<file path="config.mk">
export PLATFORM = sky130hd
export DESIGN_NAME = sid_wavetable_arbiter
export DESIGN_NICKNAME = d
export VERILOG_FILES = /design/src/rtl/sid_wavetable_arbiter.sv
export SDC_FILE = /design/constraint.sdc
export NUM_CORES = 1
export LEC_CHECK = 0
export CAP_MARGIN = 10
export CORE_UTILIZATION = 41
export DETAILED_ROUTE_END_ITERATION = 10
export PLACE_DENSITY = 0.89
export SYNTH_ARGS = -nofsm -noshare
export SYNTH_HDL_FRONTEND = slang
export SYNTH_SLANG_ARGS = --single-unit
export TNS_END_PERCENT = 50
</file>
<file path="constraint.sdc">
create_clock -name clk32 -period 2.24 [get_ports clk32]
set_input_delay 0.56 -clock clk32 [delete_from_list [all_inputs] [get_ports clk32]]
set_output_delay 0.56 -clock clk32 [all_outputs]
set_load 0.03 [all_outputs]
</file>
<file path="src/rtl/sid_wavetable_arbiter.sv">
// Shares one combined-waveform ROM among NUM_VOICES voices. On each 1 MHz tick it
// issues every voice's saw/tri address in turn and latches that voice's four result bytes.
module sid_wavetable_arbiter #(
  parameter int NUM_VOICES = 3,
  parameter int ROM_LAT    = 1
) (
  input  logic                    clk32,
  input  logic                    reset,
  input  logic                    ce_1m,
  input  logic                    en,
  input  logic [NUM_VOICES*12-1:0] saw_in,
  input  logic [NUM_VOICES*12-1:0] tri_in,
  output logic [11:0]             rom_sawtooth,
  output logic [11:0]             rom_triangle,
  input  logic [7:0]              rom_st,
  input  logic [7:0]              rom_pt,
  input  logic [7:0]              rom_ps,
  input  logic [7:0]              rom_pst,
  output logic [NUM_VOICES*8-1:0] st_out,
  output logic [NUM_VOICES*8-1:0] pt_out,
  output logic [NUM_VOICES*8-1:0] ps_out,
  output logic [NUM_VOICES*8-1:0] pst_out,
  output logic                    busy,
  output logic                    done,
  output logic                    overrun
);

  localparam int VW = (NUM_VOICES > 1) ? $clog2(NUM_VOICES) : 1;
  localparam int CW = (ROM_LAT > 1) ? $clog2(ROM_LAT) : 1;
  localparam logic [VW-1:0] LAST_V   = VW'(NUM_VOICES - 1);
  localparam logic [CW-1:0] CNT_LOAD = CW'((ROM_LAT > 0) ? ROM_LAT - 1 : 0);

  typedef enum logic [1:0] {S_IDLE, S_ISSUE, S_WAIT, S_CAPTURE} state_t;

  state_t        state_q, state_d;
  logic [VW-1:0] v_q, v_d;
  logic [CW-1:0] cnt_q, cnt_d;
  logic [11:0]   rs_q, rs_d, rt_q, rt_d;
  logic          busy_q, busy_d, done_q, done_d, ovr_q, ovr_d;
  logic          cap;
  logic          tick;

  logic [11:0] saw_arr [NUM_VOICES];
  logic [11:0] tri_arr [NUM_VOICES];
  logic [31:0] res_q   [NUM_VOICES];
  logic [31:0] res_d   [NUM_VOICES];

  assign tick = ce_1m & en;

  always_comb begin
    state_d = state_q;
    v_d     = v_q;
    cnt_d   = cnt_q;
    rs_d    = rs_q;
    rt_d    = rt_q;
    busy_d  = busy_q;
    done_d  = 1'b0;
    ovr_d   = ovr_q;
    cap     = 1'b0;
    case (state_q)
      S_IDLE: begin
        if (tick) begin
          state_d = S_ISSUE;
          v_d     = '0;
          busy_d  = 1'b1;
        end
      end
      S_ISSUE: begin
        rs_d = saw_arr[v_q];
        rt_d = tri_arr[v_q];
        if (ROM_LAT == 0) begin
          state_d = S_CAPTURE;
        end else begin
          state_d = S_WAIT;
          cnt_d   = CNT_LOAD;
        end
      end
      S_WAIT: begin
        if (cnt_q == '0) state_d = S_CAPTURE;
        else             cnt_d   = cnt_q - 1'b1;
      end
      S_CAPTURE: begin
        cap = 1'b1;
        if (v_q == LAST_V) begin
          state_d = S_IDLE;
          busy_d  = 1'b0;
          done_d  = 1'b1;
        end else begin
          state_d = S_ISSUE;
          v_d     = v_q + 1'b1;
        end
      end
      default: state_d = S_IDLE;
    endcase
    // A tick while busy still lets this cycle's issue/capture land, then restarts from voice 0.
    if (tick && (state_q != S_IDLE)) begin
      state_d = S_ISSUE;
      v_d     = '0;
      busy_d  = 1'b1;
      done_d  = 1'b0;
      ovr_d   = 1'b1;
    end
  end

  always_ff @(posedge clk32) begin
    if (reset) begin
      state_q <= S_IDLE;
      v_q     <= '0;
      cnt_q   <= '0;
      rs_q    <= '0;
      rt_q    <= '0;
      busy_q  <= 1'b0;
      done_q  <= 1'b0;
      ovr_q   <= 1'b0;
    end else begin
      state_q <= state_d;
      v_q     <= v_d;
      cnt_q   <= cnt_d;
      rs_q    <= rs_d;
      rt_q    <= rt_d;
      busy_q  <= busy_d;
      done_q  <= done_d;
      ovr_q   <= ovr_d;
    end
  end

  for (genvar gi = 0; gi < NUM_VOICES; gi++) begin : g_voice
    assign saw_arr[gi] = saw_in[12*gi +: 12];
    assign tri_arr[gi] = tri_in[12*gi +: 12];

    always_comb begin
      res_d[gi] = res_q[gi];
      if (cap && (v_q == VW'(gi))) res_d[gi] = {rom_st, rom_pt, rom_ps, rom_pst};
    end

    always_ff @(posedge clk32) begin
      if (reset) res_q[gi] <= '0;
      else       res_q[gi] <= res_d[gi];
    end

    assign st_out [8*gi +: 8] = res_q[gi][31:24];
    assign pt_out [8*gi +: 8] = res_q[gi][23:16];
    assign ps_out [8*gi +: 8] = res_q[gi][15:8];
    assign pst_out[8*gi +: 8] = res_q[gi][7:0];
  end

  assign rom_sawtooth = rs_q;
  assign rom_triangle = rt_q;
  assign busy         = busy_q;
  assign done         = done_q;
  assign overrun      = ovr_q;

endmodule

</file>
# [Word level (Yosys, flattened, before mapping)]
# Memories as Yosys holds them, arrays and structs flattened.
# Cells that the tools add are included.
[word_totals] ff_bits=32 ramBits=96 in_bits=108 out_inout_bits=123 wordCells=77 n_memories=1
[op_classes] addsub=2 magnitude_cmp=1 eq_ne=11 n_mux=31 n_bitwise=6 reduce_logical=16
[memory_table] memory="res_q" words=3 word_bits=32 read_ports=3 rd_ports_with_merged_regs=0 wr=3 line="45" source="logic [31:0] res_q [NUM_VOICES];"
[op_table] op="32-bit two-way mux" count=6
[op_table] op="12-bit binary-select mux with 2-bit select" count=2
[op_table] op="12-bit two-way mux" count=4
[op_table] op="1-bit two-way mux" count=11
[op_table] op="3-bit != test, second input constant" count=3
[op_table] op="2-bit two-way mux" count=4
[op_table] op="2-bit one-hot mux with 4 select lines" count=1
[op_table] op="2-bit == test, second input constant" count=3
[op_table] op="2-bit != test, second input constant" count=3
[op_table] op="3-bit AND reduction" count=2
[op_table] op="2-bit nonzero test" count=3
[op_table] op="2-bit by 1-bit == test with 1-bit output, second input constant" count=2
[op_table] op="1-bit logical AND" count=4
[op_table] op="2-bit zero test" count=2
[op_table] op="1-bit one-hot mux with 2 select lines" count=2
[op_table] op="2-bit one-hot mux with 2 select lines" count=1
[op_table] op="2-bit AND reduction" count=2
[op_table] op="3-bit >= comparator, second input constant" count=1
[op_table] op="2-bit inverter with 3-bit output" count=1
[op_table] op="1-bit bitwise OR" count=3
[op_table] op="3-bit nonzero test" count=1
[op_table] op="3-bit OR reduction" count=1
[op_table] op="2-bit by 1-bit adder with 2-bit output, second input constant" count=1
[op_table] op="2-bit OR reduction" count=1
[op_table] op="3 further kinds" count=3

# [Logic depth before layout (Yosys ltp)]
[logic_depth] depth_word=5 mapped_depth=9 mapped_depth_nobuf=5

# [Worst setup path after synthesis]
# OpenSTA, ideal clock, no wires.
[synth_path] kind="reg2reg" startpoint="register v_q[0]" endpoint="register v_q[0]" setup_time_ns=0.074 arrival_time_ns=1.690 required_time_ns=2.166 path_slack_ns=0.476 stages_incl_launch_ff=7 n_path_buf=1 synth_period_minus_slack_ns=1.764 path_cell_list="dfxtp_1 inv_2 clkbuf_1 ha_1 nand2b_1 or4_1 a31oi_1"
[synth_via] elab_chain_cells=3 elab_cells_between_ends=6 cone_classes="add/sub (1); eq/ne (2); mux (2); reduce/logical (1)"
[synth_rtl] item="start: declaration" line="36" source="logic [VW-1:0] v_q, v_d;"
[synth_rtl] item="start signal: assignment" line="117" source="v_q <= v_d;"
[synth_rtl] item="2-bit by 1-bit adder with 2-bit output / 2-bit == test (equally long branches)" line="90, 84"
[synth_rtl] item="2-bit two-way mux / 2-bit != test (equally long branches)"
[synth_rtl] item="2-bit one-hot mux with 2 select lines / 3-bit AND reduction (equally long branches)"
# Several ways; a longest one is shown, not always the timed one. The select of a mux whose other input is x is not followed.
# A chain may end at the register's enable or synchronous reset.

==> results.md <==
* Share of cells above drive strength 1 at 7.82%
* CP Depth at 1
* Final period util at 90.2%
* Post-CTS sizing at 0
* Area occupied by multi-input gates at 2190 µm²
* Rel. slew slack at 49.4%
* Hold_buf cts at 0
* Post-synth top area cell: dfxtp_1
* Critical R2R Launch: v_q[0]
* Vias per Instance at 5.27
* Clk Latency, worst-skew pair at 410 ps
* Power Dens Cells at 944 nW/µm²
* Worst hold slack at 452 ps
* Setup repair bufs after CTS at 0
* CP top delay family: buffers and inverters
* Clk sink count at 127
* Wire per inst at 16.4 µm
* Clock transition at path regs at 60 ps
* Gpl congestion at 0.798
* Top FF cell, synth: dfxtp_1
* Worst Hold Depth at 2
* Total nets after synthesis at 721
* Router iterations before antenna repair at 4
* H-tree depth at 4
* CP max-delay cell: clkdlybuf4s50_1
* Port Buffers at 230
* Crit path largest cell delay at 720 ps
* Unrepaired setup endpoints after global routing: false
* Routed vias at 5155
* Root Driver: clkbuf_16
* Fillers at 946
* CTS tree: built
* Hold Fails Final Rpt at 0
* DP HPWL at 10400 µm
* Clk buf depth at 2
* Initial DRC count at 371
* DRC at 0
* Worst min-delay path category: reg2reg
* Chip height at 113 µm
* Crit. End Element: primary output
* Register-to-register setup slack at 410 ps
* Final setup fails at 0
* Most frequent cell after synthesis: nand2_1
* Synth cell types at 31
* Area grow syn2layout at 60.1%
* Die Wd at 113 µm
* Setup crit start: res_q[1][9]
* Syn Area/Cell at 8.28 µm²
* Area fraction of the dominant cell type after synthesis at 50.7%
* Buffers & Inverters on Critical Path at 1
* Least-Margin Pin Slew at 758 ps
* Critical setup path kind: reg2out
* Vias in the first global route at 5098
* Post-synth top cells: 197 x nand2_1, 127 x dfxtp_1, 98 x a21oi_1
* Ranking of synthesized cells by area: dfxtp_1 51%, nand2_1 15%, a21oi_1 9.8%, mux2_2 4.3%, a221oi_1 4.2%
* GRT Overall Usage at 25.5%
* Final #Nets at 933
* Fin Setup TNS at 0 ps
* Register area share after synthesis at 50.7%
* Rows at 40
* CP Data Required Time at 1680 ps
* Final ANT Viol Nets at 0
* Status: completed
* Final wirelength at 16000 µm
* Min Tclk post-route at 2020 ps
* Core box area at 12000 µm²
* HP Start: res_q[2][13]
* Congestion Overflow GR at 0
* Netlist Area Pre-Place at 5010 µm²
* Initial antenna violation count at 0
* Hold EP: res_q[2][13]
* Die Area at 12700 µm²
* Maximum fanout along the worst path at 2
* Number of flops mapped to enable cells by yosys at 0
* Yosys reg bits at 127
* Initial Util at 41.9%
* Crit start category: register
* Max rail drop VDD at 0.731 mV
* First-pass GRT wire length at 25200 µm
* Synth async-reset ratio at 0%
* Leak pwr at 2.76 nW
* Ant diodes at 0
* Data arrival, critical path at 1460 ps
* YS warnings at 0
* Critical path cell sequence: clkdlybuf4s50_1
* Storage element area at 2540 µm²
* Fmax at 495 MHz
* Max Cap Violations at 0
* Gate count of the mapped netlist at 606
* Max Slew Vio Count at 0
* Largest net degree at the start of global routing at 52
* Crit Reg-Reg Endpoint: res_q[0][18]
* Clk_skew at 10.8 ps
* CTS buffer count at 17
* R2R depth at 7
* # IOs at 231
## cell usage in the layout (no fill, tap or decap), types with 4 or more instances in the layout
cell,instances
ha_1,7
nor2_1,27
a21oi_1,98
mux2_2,19
dfxtp_1,127
bufinv_16,6
inv_1,4
clkbuf_16,17
a221oi_1,24
nand2_1,197
mux2_1,5
buf_4,10
clkdlybuf4s50_1,229
nor3_1,25
## power breakdown
part / total [W] / internal (W) / switching (W)
clock network: 0.00311 / 0.00210 / 0.00102
registers: 0.00262 / 0.00249 / 0.000129
logic: 0.00184 / 0.000789 / 0.00105
## how the worst max path moves through the flow
stage                endpoint  slack [ps]
floorplan              v_q[0]         480
global placement       v_q[0]         340
detailed placement     v_q[0]         310
CTS                 st_out[7]         200
global route        st_out[7]         160
finish              ps_out[9]         220
## per-layer routing
metal | GRT usage (%) | wire, µm
met1 | 27.5 | 6250
met2 | 45.7 | 8140
met3 | 8.32 | 1240
met4 | 10.9 | 398
met5 | 0 | 0
## tightest hold or removal path: stages (launching register included)
cell	delay (ps)
dfxtp_1	310
nand2_1	50
a21oi_1	50
## sequential cells by signal (all words and copies together) (netlist names)
signal and count:
res_q 96, rom_sawtooth 12, rom_triangle 12, state_q 2, v_q 2, busy 1
done 1, overrun 1
## cell type report
type | count | share of cell area (%)
well taps | 147 | 2.29
flip-flops and latches | 127 | 31.7
inverters | 5 | 0.234
multi-input cells | 425 | 27.2
repair buffers | 242 | 30.2
clock buffers | 19 | 5.39
clock inverters | 13 | 2.93
## metrics by stage
stage          total power [W]  setup WS (ps)  instances  util [%]  instance area [µm²]
4_1_cts                0.00763            198        978      67.1                 8030
5_1_grt                0.00788            157        978      67.1                 8030
3_3_place_gp           0.00446            342        946      61.5                 7360
6_report               0.00758            219        978      67.1                 8030
3_5_place_dp           0.00450            311        946      61.5                 7360
2_1_floorplan          0.00370            476        606         -                 5010
## cells by family after synthesis
group / after synthesis / synth area share [%]
adder cells (fa/ha/maj): 7 / 1.75
flip-flops: 127 / 50.7
AND/OR/NAND/NOR: 262 / 21.0
buffers and inverters: 54 / 5.71
AO/OA/AOI/OAI: 132 / 15.4
multiplexers: 24 / 5.39
(Power assumes the default switching activity.)
